`src/rtl/ahb_periph_bridge.sv`:
```
// rtl/ahb_periph_bridge.sv - AHB-Lite slave driving a simple peripheral register bus
// Writes finish with zero wait states, reads take one wait state, and bad accesses get a two-cycle ERROR response.
module ahb_periph_bridge #(
    parameter int ADDR_W  = 8,
    parameter int REG_NUM = 12
) (
    input  logic              clk,
    input  logic              rstn,
    input  logic              HSEL,
    input  logic [31:0]       HADDR,
    input  logic [1:0]        HTRANS,
    input  logic [2:0]        HSIZE,
    input  logic              HWRITE,
    input  logic [31:0]       HWDATA,
    input  logic              HREADY,
    output logic              HREADYOUT,
    output logic              HRESP,
    output logic [31:0]       HRDATA,
    output logic [ADDR_W-1:0] addrIn,
    output logic [ADDR_W-1:0] addrOut,
    output logic [3:0]        sizeDecode,
    output logic [31:0]       dataIn,
    input  logic [31:0]       dataOut
);

    localparam logic [2:0] S_IDLE    = 3'd0;
    localparam logic [2:0] S_WR      = 3'd1;
    localparam logic [2:0] S_RD_WAIT = 3'd2;
    localparam logic [2:0] S_RD_DONE = 3'd3;
    localparam logic [2:0] S_ERR1    = 3'd4;
    localparam logic [2:0] S_ERR2    = 3'd5;

    localparam logic [ADDR_W:0] REG_LIMIT = (ADDR_W+1)'(REG_NUM);

    logic [2:0]        r_state;
    logic [2:0]        w_state_nxt;
    logic [3:0]        r_lanes;
    logic [ADDR_W-1:0] r_addr_in;
    logic [ADDR_W-1:0] r_addr_out;

    logic [ADDR_W-1:0] w_idx;
    logic [3:0]        w_lanes;
    logic              w_err;
    logic              w_accept;
    logic              w_ready_out;

    assign w_idx = HADDR[ADDR_W+1:2];

    always_comb begin
        w_lanes = 4'b0000;
        case (HSIZE)
            3'd0:    w_lanes = 4'b0001 << HADDR[1:0];
            3'd1:    w_lanes = HADDR[1] ? 4'b1100 : 4'b0011;
            3'd2:    w_lanes = 4'b1111;
            default: w_lanes = 4'b0000;
        endcase
    end

    assign w_err = (HSIZE > 3'd2)
                 | ((HSIZE == 3'd1) & HADDR[0])
                 | ((HSIZE == 3'd2) & (HADDR[1:0] != 2'b00))
                 | ({1'b0, w_idx} >= REG_LIMIT);

    assign w_ready_out = (r_state != S_RD_WAIT) && (r_state != S_ERR1);

    // Sampling is also gated on our own ready so that a stalled data phase never accepts a new address.
    assign w_accept = HSEL & HTRANS[1] & HREADY & w_ready_out;

    always_comb begin
        w_state_nxt = S_IDLE;
        if (w_accept) begin
            if (w_err)       w_state_nxt = S_ERR1;
            else if (HWRITE) w_state_nxt = S_WR;
            else             w_state_nxt = S_RD_WAIT;
        end else begin
            case (r_state)
                S_RD_WAIT: w_state_nxt = S_RD_DONE;
                S_ERR1:    w_state_nxt = S_ERR2;
                default:   w_state_nxt = S_IDLE;
            endcase
        end
    end

    always_ff @(posedge clk or negedge rstn) begin
        if (!rstn) begin
            r_state    <= S_IDLE;
            r_lanes    <= 4'b0000;
            r_addr_in  <= '0;
            r_addr_out <= '0;
        end else begin
            r_state <= w_state_nxt;
            if (w_accept && !w_err) begin
                if (HWRITE) begin
                    r_lanes   <= w_lanes;
                    r_addr_in <= w_idx;
                end else begin
                    // Registered here so the peripheral's data lands for RD_DONE, and sees a same-edge write.
                    r_addr_out <= w_idx;
                end
            end
        end
    end

    assign HREADYOUT  = w_ready_out;
    assign HRESP      = (r_state == S_ERR1) || (r_state == S_ERR2);
    assign HRDATA     = (r_state == S_RD_DONE) ? dataOut : 32'h0;
    assign sizeDecode = (r_state == S_WR) ? r_lanes : 4'b0000;
    assign dataIn     = HWDATA;
    assign addrIn     = r_addr_in;
    assign addrOut    = r_addr_out;

endmodule

```
`config.mk`:
```
export PLATFORM = sky130hd
export DESIGN_NAME = ahb_periph_bridge
export DESIGN_NICKNAME = d
export VERILOG_FILES = /design/src/rtl/ahb_periph_bridge.sv
export SDC_FILE = /design/constraint.sdc
export NUM_CORES = 1
export LEC_CHECK = 0
export BUFFER_PORTS_ARGS = -buffer_cell sky130_fd_sc_hd__buf_2
export CELL_PAD_IN_SITES_DETAIL_PLACEMENT = 1
export CELL_PAD_IN_SITES_GLOBAL_PLACEMENT = 2
export CORE_MARGIN = 10
export CORE_UTILIZATION = 13
export CTS_CLUSTER_DIAMETER = 60
export DETAILED_ROUTE_END_ITERATION = 10
export PLACE_DENSITY_LB_ADDON = 0.1
export SYNTH_ARGS = -nofsm -noshare
export SYNTH_HDL_FRONTEND = slang
export SYNTH_SLANG_ARGS = --single-unit
```
`constraint.sdc`:
```
create_clock -name clk -period 1.82 [get_ports clk]
set_clock_uncertainty 0.05 [all_clocks]
set_input_delay 0.182 -clock clk [delete_from_list [all_inputs] [get_ports clk]]
set_output_delay 0.182 -clock clk [all_outputs]
set_load 0.05 [all_outputs]
```
# [Word-level counts from Yosys, hierarchy flattened]
# Index checks and enable logic that the tools add are counted.
# W data, S select, Z words.
[word_totals] regBits=23 latchBits=0 mem_bits_rw=0 romBits=0 inputBits=106 out_inout_bits=86 wordCells=41 n_memories=0
[classes] add_sub_neg=0 n_mul=0 div=0 order_cmp=2 n_eq_ne=9 n_shift=1 mux=8 bitwise_logic=9 reduce_logical=8
[op_table] operator="$mux W32" count=1
[op_table] operator="$pmux W4 S3" count=1
[op_table] operator="$eq A3 B2 Y1 const B" count=3
[op_table] operator="$ge A8 B4 Y1 const B" count=1
[op_table] operator="$mux W4" count=2
[op_table] operator="$eq A3 B1 Y1 const B" count=2
[op_table] operator="$eq A3 B3 Y1 const B" count=2
[op_table] operator="$mux W3" count=2
[op_table] operator="$pmux W3 S2" count=1
[op_table] operator="$and A1 B1 Y1" count=5
[op_table] operator="$reduce_and A2 Y1" count=2
[op_table] operator="$shl A1 B2 Y4 const A" count=1
[op_table] operator="$gt A3 B2 Y1 const B" count=1
[op_table] operator="$logic_not A3 Y1" count=1
[op_table] operator="$ne A3 B2 Y1 const B" count=1
[op_table] operator="$ne A3 B3 Y1 const B" count=1
[op_table] operator="$or A1 B1 Y1" count=3
[op_table] operator="$logic_and A1 B1 Y1" count=2
[op_table] operator="$mux W2" count=1
[op_table] operator="$reduce_bool A2 Y1" count=1
[op_table] operator="$logic_not A1 Y1" count=1
[op_table] operator="$logic_or A1 B1 Y1" count=1
[op_table] operator="$not A1 Y1" count=1

# [Longest topological paths before layout]
# Gate-level depths: netlist of the first run.
[logic_depth] ltp_word=8 ltp_mapped=5 mapped_depth_nobuf=4

# [Least setup slack after synthesis of the first run]
# Ideal clock, no wire load.
[synth_timing] path_kind="register to register" from="register r_state[1]" to="register r_addr_in[0], in the netlist addrIn[0]" t_arrival_ns=1.521 t_required_ns=1.645 setup_slack_ns=0.125 stages_incl_launch_ff=6 cell_sequence="dfrtp_1 -> xnor2_1 -> o2111ai_4 -> nor3_4 -> buf_6 -> mux2_2"
[synth_via] elab_chain_len=5 word_cells_on_any_way=6
[synth_lines] element="start, declared" line_no="35" text="logic [2:0] r_state;"
[synth_lines] element="start signal, assigned" line_no="91" text="r_state <= w_state_nxt;"
[synth_lines] element="$ne A3 B2 Y1 or $ne A3 B3 Y1 (tied branches)" line_no="64" text="assign w_ready_out = (r_state != S_RD_WAIT) && (r_state != S_ERR1);"
[synth_lines] element="$logic_and A1 B1 Y1 (*)" line_no="64"
[synth_lines] element="$and A1 B1 Y1 (*)" line_no="67" text="assign w_accept = HSEL & HTRANS[1] & HREADY & w_ready_out;"
[synth_lines] element="$logic_and A1 B1 Y1 (*)" line_no="92" text="if (w_accept && !w_err) begin"
[synth_lines] element="$reduce_and A2 Y1 (no line) (*)"
[synth_lines] element="end signal, assigned" line_no="95" text="r_addr_in <= w_idx;"
[synth_lines] element="end, declared" line_no="38" text="logic [ADDR_W-1:0] r_addr_in;"
# Mark *: on every way between the ends. The rest lies on a longest branch, timed or not.
# A chain may end at the register's enable or synchronous reset.

# [Worst setup path in the final report of the first run]
[layout_timing] from="register r_state[2]" to="output HRDATA[3]"
[layout_via] elab_chain_len=2
[layout_lines] element="$eq A3 B2 Y1" line_no="106" text="assign HRDATA = (r_state == S_RD_DONE) ? dataOut : 32'h0;"
[layout_lines] element="$mux W32" line_no="106"
[layout_lines] element="end, declared" line_no="18" text="output logic [31:0] HRDATA,"
# No other way between the ends.

==> run metrics, run 1 <==
first-pass GRT wire length=8238 um; Root Buffer=clkbuf_16; worst skew pair latency=0.25 ns; DRT Pass-1 Iters=4; HP Class=in2reg; Seq pwr share=40.2%; P_int=0.9685 mW; multi-input logic area=635.6 um^2; Starting Density=13.22%; status=finished, final reports clean; die width=127.3 um; Syn Inst Count=147; DRT met1 WL=2347 um; Net Sw Power=0.4068 mW; final wirelength=5410 um; GPL Wtd Cong=0.6479; Post-Synth XOR/XNOR Area=0.5853%; Final WS setup=0.08992 ns; Layout fillers=1351; Unique masters post-synth=25; hold_ws=0.1238 ns; layout cell share with drive strength beyond 1=61.14%; fmax=578.0 MHz; Req. time, crit path=1.59 ns; total core area=0.01132 mm^2; largest net degree at the start of global routing=33; area delta synth->final=48.16%; number of vias per cell=3.524; post-synthesis mux area share=9.030%; final hold violations=0; Routed Antenna Nets=0; met2 wire len=2328 um; WP data arrival=1.50 ns; CP max FO=32; Pins Over Slew Limit=0; Critical Path Sink Type=output pin; total CTS buffers=3; unrepaired setup endpoints after global routing=true; pre-CTS setup slack=0.01076 ns; grt total ovfl=0; Clk pin slew, worst setup/hold paths=0.06 ns; maxcap violations=0; htree depth=1; VDD IR max=0.3436 mV; combinational family with the most area after synthesis=simple AND/OR/NAND/NOR gates; # DRC=0; vias=1311; Combinational Power Share=25.2%; Met3 Routed Length=671 um; CTS Buffer Depth=2; Setup Viol. Count Final=0; Die ar.=0.01620 mm^2; Finished Layout Cells=372; Clock Sinks=23; crit start category=register; Pleak=1.202 nW; Adder-Cell Fraction of Synth Area=0%; Clock Power Share=34.6%; CTS tree=yes; syn nets=253; number of global-route vias before repair=1395; Mapped Area=0.001496 mm^2; DR WL/cell=14.54 um; dpl cells=366; Post-Synth Simple-Gate Area=25.33%; syn avg cell area=10.18 um^2; Tightest Pin Transition=0.5437 ns; type of the worst setup path=reg2out; Tmin final=1.730 ns; FF+latch area=575.6 um^2; top layer in use=met4; # rows=39; compound-gate portion of the synthesized area=7.525%; Sw Share=29.58%; Ys Warns=0; detailed placer's ending HPWL=4670 um; die extent in y=127.3 um; Yosys reg bits=23; n_diodes=0; Port Buffer Count=104; initial antenna violation count=0; sequential fraction of the synthesis area=38.46%; DR iter-0 viols=27; crit share post-route=95.06%; Post-layout nets=336; PD cells=620.3 mW/mm^2; GRT Util Overall=6.276%; Slew headroom=63.75%; Top Ports=192
==> repair_timing <==
| action | in CTS | in global routing |
|---|---|---|
| endpoints found under the hold margin | 23 | 0 |
| setup buffers | 0 | 1 |
| hold buffers | 1 | 0 |
| gates resized for setup | 0 | 45 |
| endpoints found under the setup margin | 0 | 44 |
==> power groups by stage <==
stage	logic, mW	clock network, mW	registers, mW
6_report	0.347	0.476	0.552
5_1_grt	0.385	0.527	0.555
4_1_cts	0.343	0.496	0.559
3_5_place_dp	0.340	0	0.568
3_3_place_gp	0.343	0	0.569
2_1_floorplan	0.355	0	0.577
==> synth_stat cells, drive strengths merged <==
cell / n / area [um^2]
nor4: 1 / 21.27
nor2: 3 / 11.26
inv: 6 / 22.52
mux2: 12 / 135.1
nor2b: 4 / 25.02
dfrtp: 23 / 575.6
a21o: 1 / 8.760
and2b: 4 / 35.03
or2: 1 / 6.260
buf: 33 / 251.5
clkbuf: 3 / 11.26
nor3: 4 / 42.54
o2bb2ai: 1 / 8.760
a21oi: 6 / 30.03
and2: 36 / 225.2
and3: 1 / 6.260
a31o: 1 / 8.760
o31ai: 1 / 7.510
xnor2: 1 / 8.760
o2111ai: 1 / 26.28
o21ai: 2 / 10.01
o211ai: 1 / 12.51
nand2b: 1 / 6.260
==> cell type report <==
class / count / share of cell area (%)
clock buffer: 4 / 3.555
multi-input combinational: 82 / 28.67
inverter: 6 / 1.016
tap: 143 / 8.070
sequential: 23 / 25.96
timing repair buffer: 114 / 32.73
==> metrics by stage <==
step | power, mW | area (um^2) | setup TNS, ns | utilization, %
6_report | 1.375 | 2217 | 0 | 19.58
3_3_place_gp | 0.9120 | 2031 | -0.005494 | 17.94
3_5_place_dp | 0.9081 | 2031 | 0 | 17.94
2_1_floorplan | 0.9327 | 1496 | 0 | -
4_1_cts | 1.397 | 2120 | 0 | 18.72
5_1_grt | 1.466 | 2217 | -0.1742 | 19.58
==> state kept, by name, indices dropped and copies added (netlist names) <==
name / flops
addrOut: 8
r_state: 3
r_lanes: 4
addrIn: 8
==> final timing paths <==
| path | start | endpoint | slack [ns] | cells past startpoint |
|---|---|---|---|---|
| worst max-delay path | r_state[2] | HRDATA[3] | 0.09 | 5 |
| worst min-delay path | HADDR[2] | addrIn[0] | 0.12 | 2 |
| worst max register to register | r_state[2] | r_lanes[3] | 0.10 | 6 |
| worst min register to register | addrOut[7] | addrOut[7] | 0.45 | 1 |
| max in group asynchronous | rstn | r_state[0] | 0.97 | 2 |
| min in group asynchronous | rstn | addrOut[1] | 0.39 | 2 |
==> per-layer routing <==
layer | up-vias | global-route usage [%]
met5 | - | 0
met1 | 599 | 7.700
li1 | 607 | -
met3 | 11 | 3.226
met4 | 0 | 1.608
met2 | 94 | 9.459
==> cells in the final DEF (no fill, tap or decap), types with 4 or more instances in the layout <==
cell type  instances
a21oi_1            6
and2_1            36
buf_4             15
inv_1              6
mux2_2            12
and2b_2            4
dfrtp_1           23
buf_2             68
nor2b_1            4
clkbuf_4          27
==> cells by family (layout without fill, tap and decap cells) <==
kind of cell           after synthesis  in the layout
multiplexers                        12             12
buffers and inverters               42            124
AO/OA/AOI/OAI                       14             14
AND/OR/NAND/NOR                     55             55
flip-flops                          23             23
XOR/XNOR                             1              1
==> worst max-delay path, cell delays in order (launching register included) <==
cell and delay (ns):
dfrtp_1 0.40, inv_1 0.10, and3_1 0.21, buf_12 0.17, and2_1 0.13, clkbuf_4 0.23
Power figures use the tool's default switching activity.
==> run 2, diff against run 1 <==
- CORE_UTILIZATION: 13 -> 14
- CTS_BUF_LIST: unset -> sky130_fd_sc_hd__clkbuf_4 sky130_fd_sc_hd__clkbuf_8
- SETUP_SLACK_MARGIN: unset -> 0.4
==> run metrics, run 2 (synthesis gave the netlist of run 1 again) <==
status=finished, final reports clean; hold_ws=0.1074 ns; CP max stage cell=dfrtp_1; # rows=37; commonest non-fill, non-tap cell in the layout=buf_2; Pleak=1.346 nW; type of the worst setup path=reg2out; detailed placer's ending HPWL=4813 um; final wirelength=6299 um; DRT Pass-1 Iters=3; Tightest Pin Transition=0.5582 ns; VDD IR max=0.2833 mV; DR WL/cell=17.07 um; met2 wire len=2919 um; worst skew pair latency=0.26 ns; Met3 Routed Length=815 um; CTS tree=yes; Req. time, crit path=1.59 ns; die width=123.4 um; Critical Path Sink Type=output pin; Tmin final=1.754 ns; grt total ovfl=0; crit share post-route=96.37%; Top Ports=192; Clock Sinks=23; CTS Buffer Depth=2; largest net degree at the start of global routing=33; Slew headroom=62.79%; number of global-route vias before repair=1423; HP Class=in2reg; DRT met1 WL=2506 um; Clk pin slew, worst setup/hold paths=0.09 ns; htree depth=1; n_diodes=0; number of vias per cell=3.667; cells along the critical path=buf_6, and3_4, clkbuf_16, and2_4, buf_8; Post-layout nets=340; # DRC=0; WP data arrival=1.52 ns; final hold violations=0; die extent in y=123.4 um; fmax=570.1 MHz; first-pass GRT wire length=8286 um; unrepaired setup endpoints after global routing=true; Buf+Inv Stages, Crit Path=3; Setup Viol. Count Final=0; layout cell share with drive strength beyond 1=78.54%; GRT Util Overall=6.806%; Pins Over Slew Limit=0; Port Buffer Count=104; initial antenna violation count=0; vias=1353; Starting Density=14.43%; largest stage delay on the critical path=0.40 ns; most frequent cells in the layout=66 x buf_2, 33 x buf_8, 32 x and2_4; crit start category=register; DR iter-0 viols=27; maxcap violations=0; Largest delay share family, worst path=buffers and inverters; sum of negative setup slack=0 ns; Die ar.=0.01522 mm^2; area delta synth->final=75.84%; total CTS buffers=3; CP max FO=8; PD cells=490.7 mW/mm^2; Routed Antenna Nets=0; total core area=0.01037 mm^2; top layer in use=met4; Root Buffer=clkbuf_8; GPL Wtd Cong=0.6780; total power=1.291 mW
[run 2: changes by cell type in the layout (fill, tap and decap cells not counted), moves of 3 or more]
| cell | before | now |
|---|---|---|
| and2_1 | 36 | 4 |
| and2_4 | 0 | 32 |
| buf_4 | 15 | 5 |
| buf_6 | 0 | 9 |
| buf_8 | 0 | 33 |
| clkbuf_4 | 27 | 0 |
| clkbuf_8 | 0 | 3 |
| mux2_2 | 12 | 9 |
| mux2_4 | 0 | 3 |
[run 2: final timing paths]
path | from | end | slack [ns] | cells after the start
max in group asynchronous | rstn | r_state[0] | 0.94 | 2
max | r_state[1] | HRDATA[27] | 0.07 | 5
max reg2reg | r_state[2] | addrIn[2] | 0.12 | 5
min | HADDR[3] | addrOut[1] | 0.11 | 2
min in group asynchronous | rstn | addrIn[0] | 0.37 | 2
min reg2reg | addrOut[4] | addrOut[4] | 0.46 | 1
[run 2: worst reg2reg max path: cells and delay by family (launching register included)]
kind            cells  cell delay (ns)
compound gates      1             0.19
xor+xnor            1             0.24
buf+inv             1             0.16
flops               1             0.45
mux                 1             0.33
simple gates        1             0.19
[run 2: metrics by stage]
step                utilization (%)  instance area (um^2)  cells  setup WS (ns)
floorplan                         -                  1568    147         0.1762
global placement              19.88                  2062    357        0.01887
detailed placement            19.88                  2062    357        0.02230
CTS                           23.15                  2401    365        0.03423
global route                  25.37                  2631    369       0.001475
finish                        25.37                  2631    369        0.06604
[run 2: metal layers]
metal / vias to the layer above / global-route usage (%)
met3: 14 / 3.510
met4: 0 / 1.528
met5: - / 0
met1: 626 / 8.010
met2: 97 / 10.82
li1: 616 / -
[run 2: area by class of cell]
| cell class | instances | area [um^2] |
|---|---|---|
| Fill cell | 1196 | 7739 |
| Timing Repair Buffer | 118 | 1065 |
| Multi-Input combinational cell | 82 | 747.0 |
| Sequential cell | 23 | 578.1 |
| Tap cell | 136 | 170.2 |
| Clock buffer | 3 | 41.29 |
| Inverter | 6 | 22.52 |
| Clock inverter | 1 | 7.507 |
[run 2: power by group]
part           total, mW  leakage (nW)  switching [mW]  internal [mW]
combinational      0.387          1.01           0.223          0.164
sequential         0.570         0.316          0.0327          0.538
clock              0.334        0.0217           0.179          0.155
total               1.29          1.35           0.435          0.856
[run 2: timing repair]
item,in CTS,in global routing
hold buffers,1,0
gates cloned,0,3
pin swaps,0,32
buffers inserted,3,1
resized for setup,81,58
endpoints found under the hold margin,23,0
setup endpoints to repair,59,60
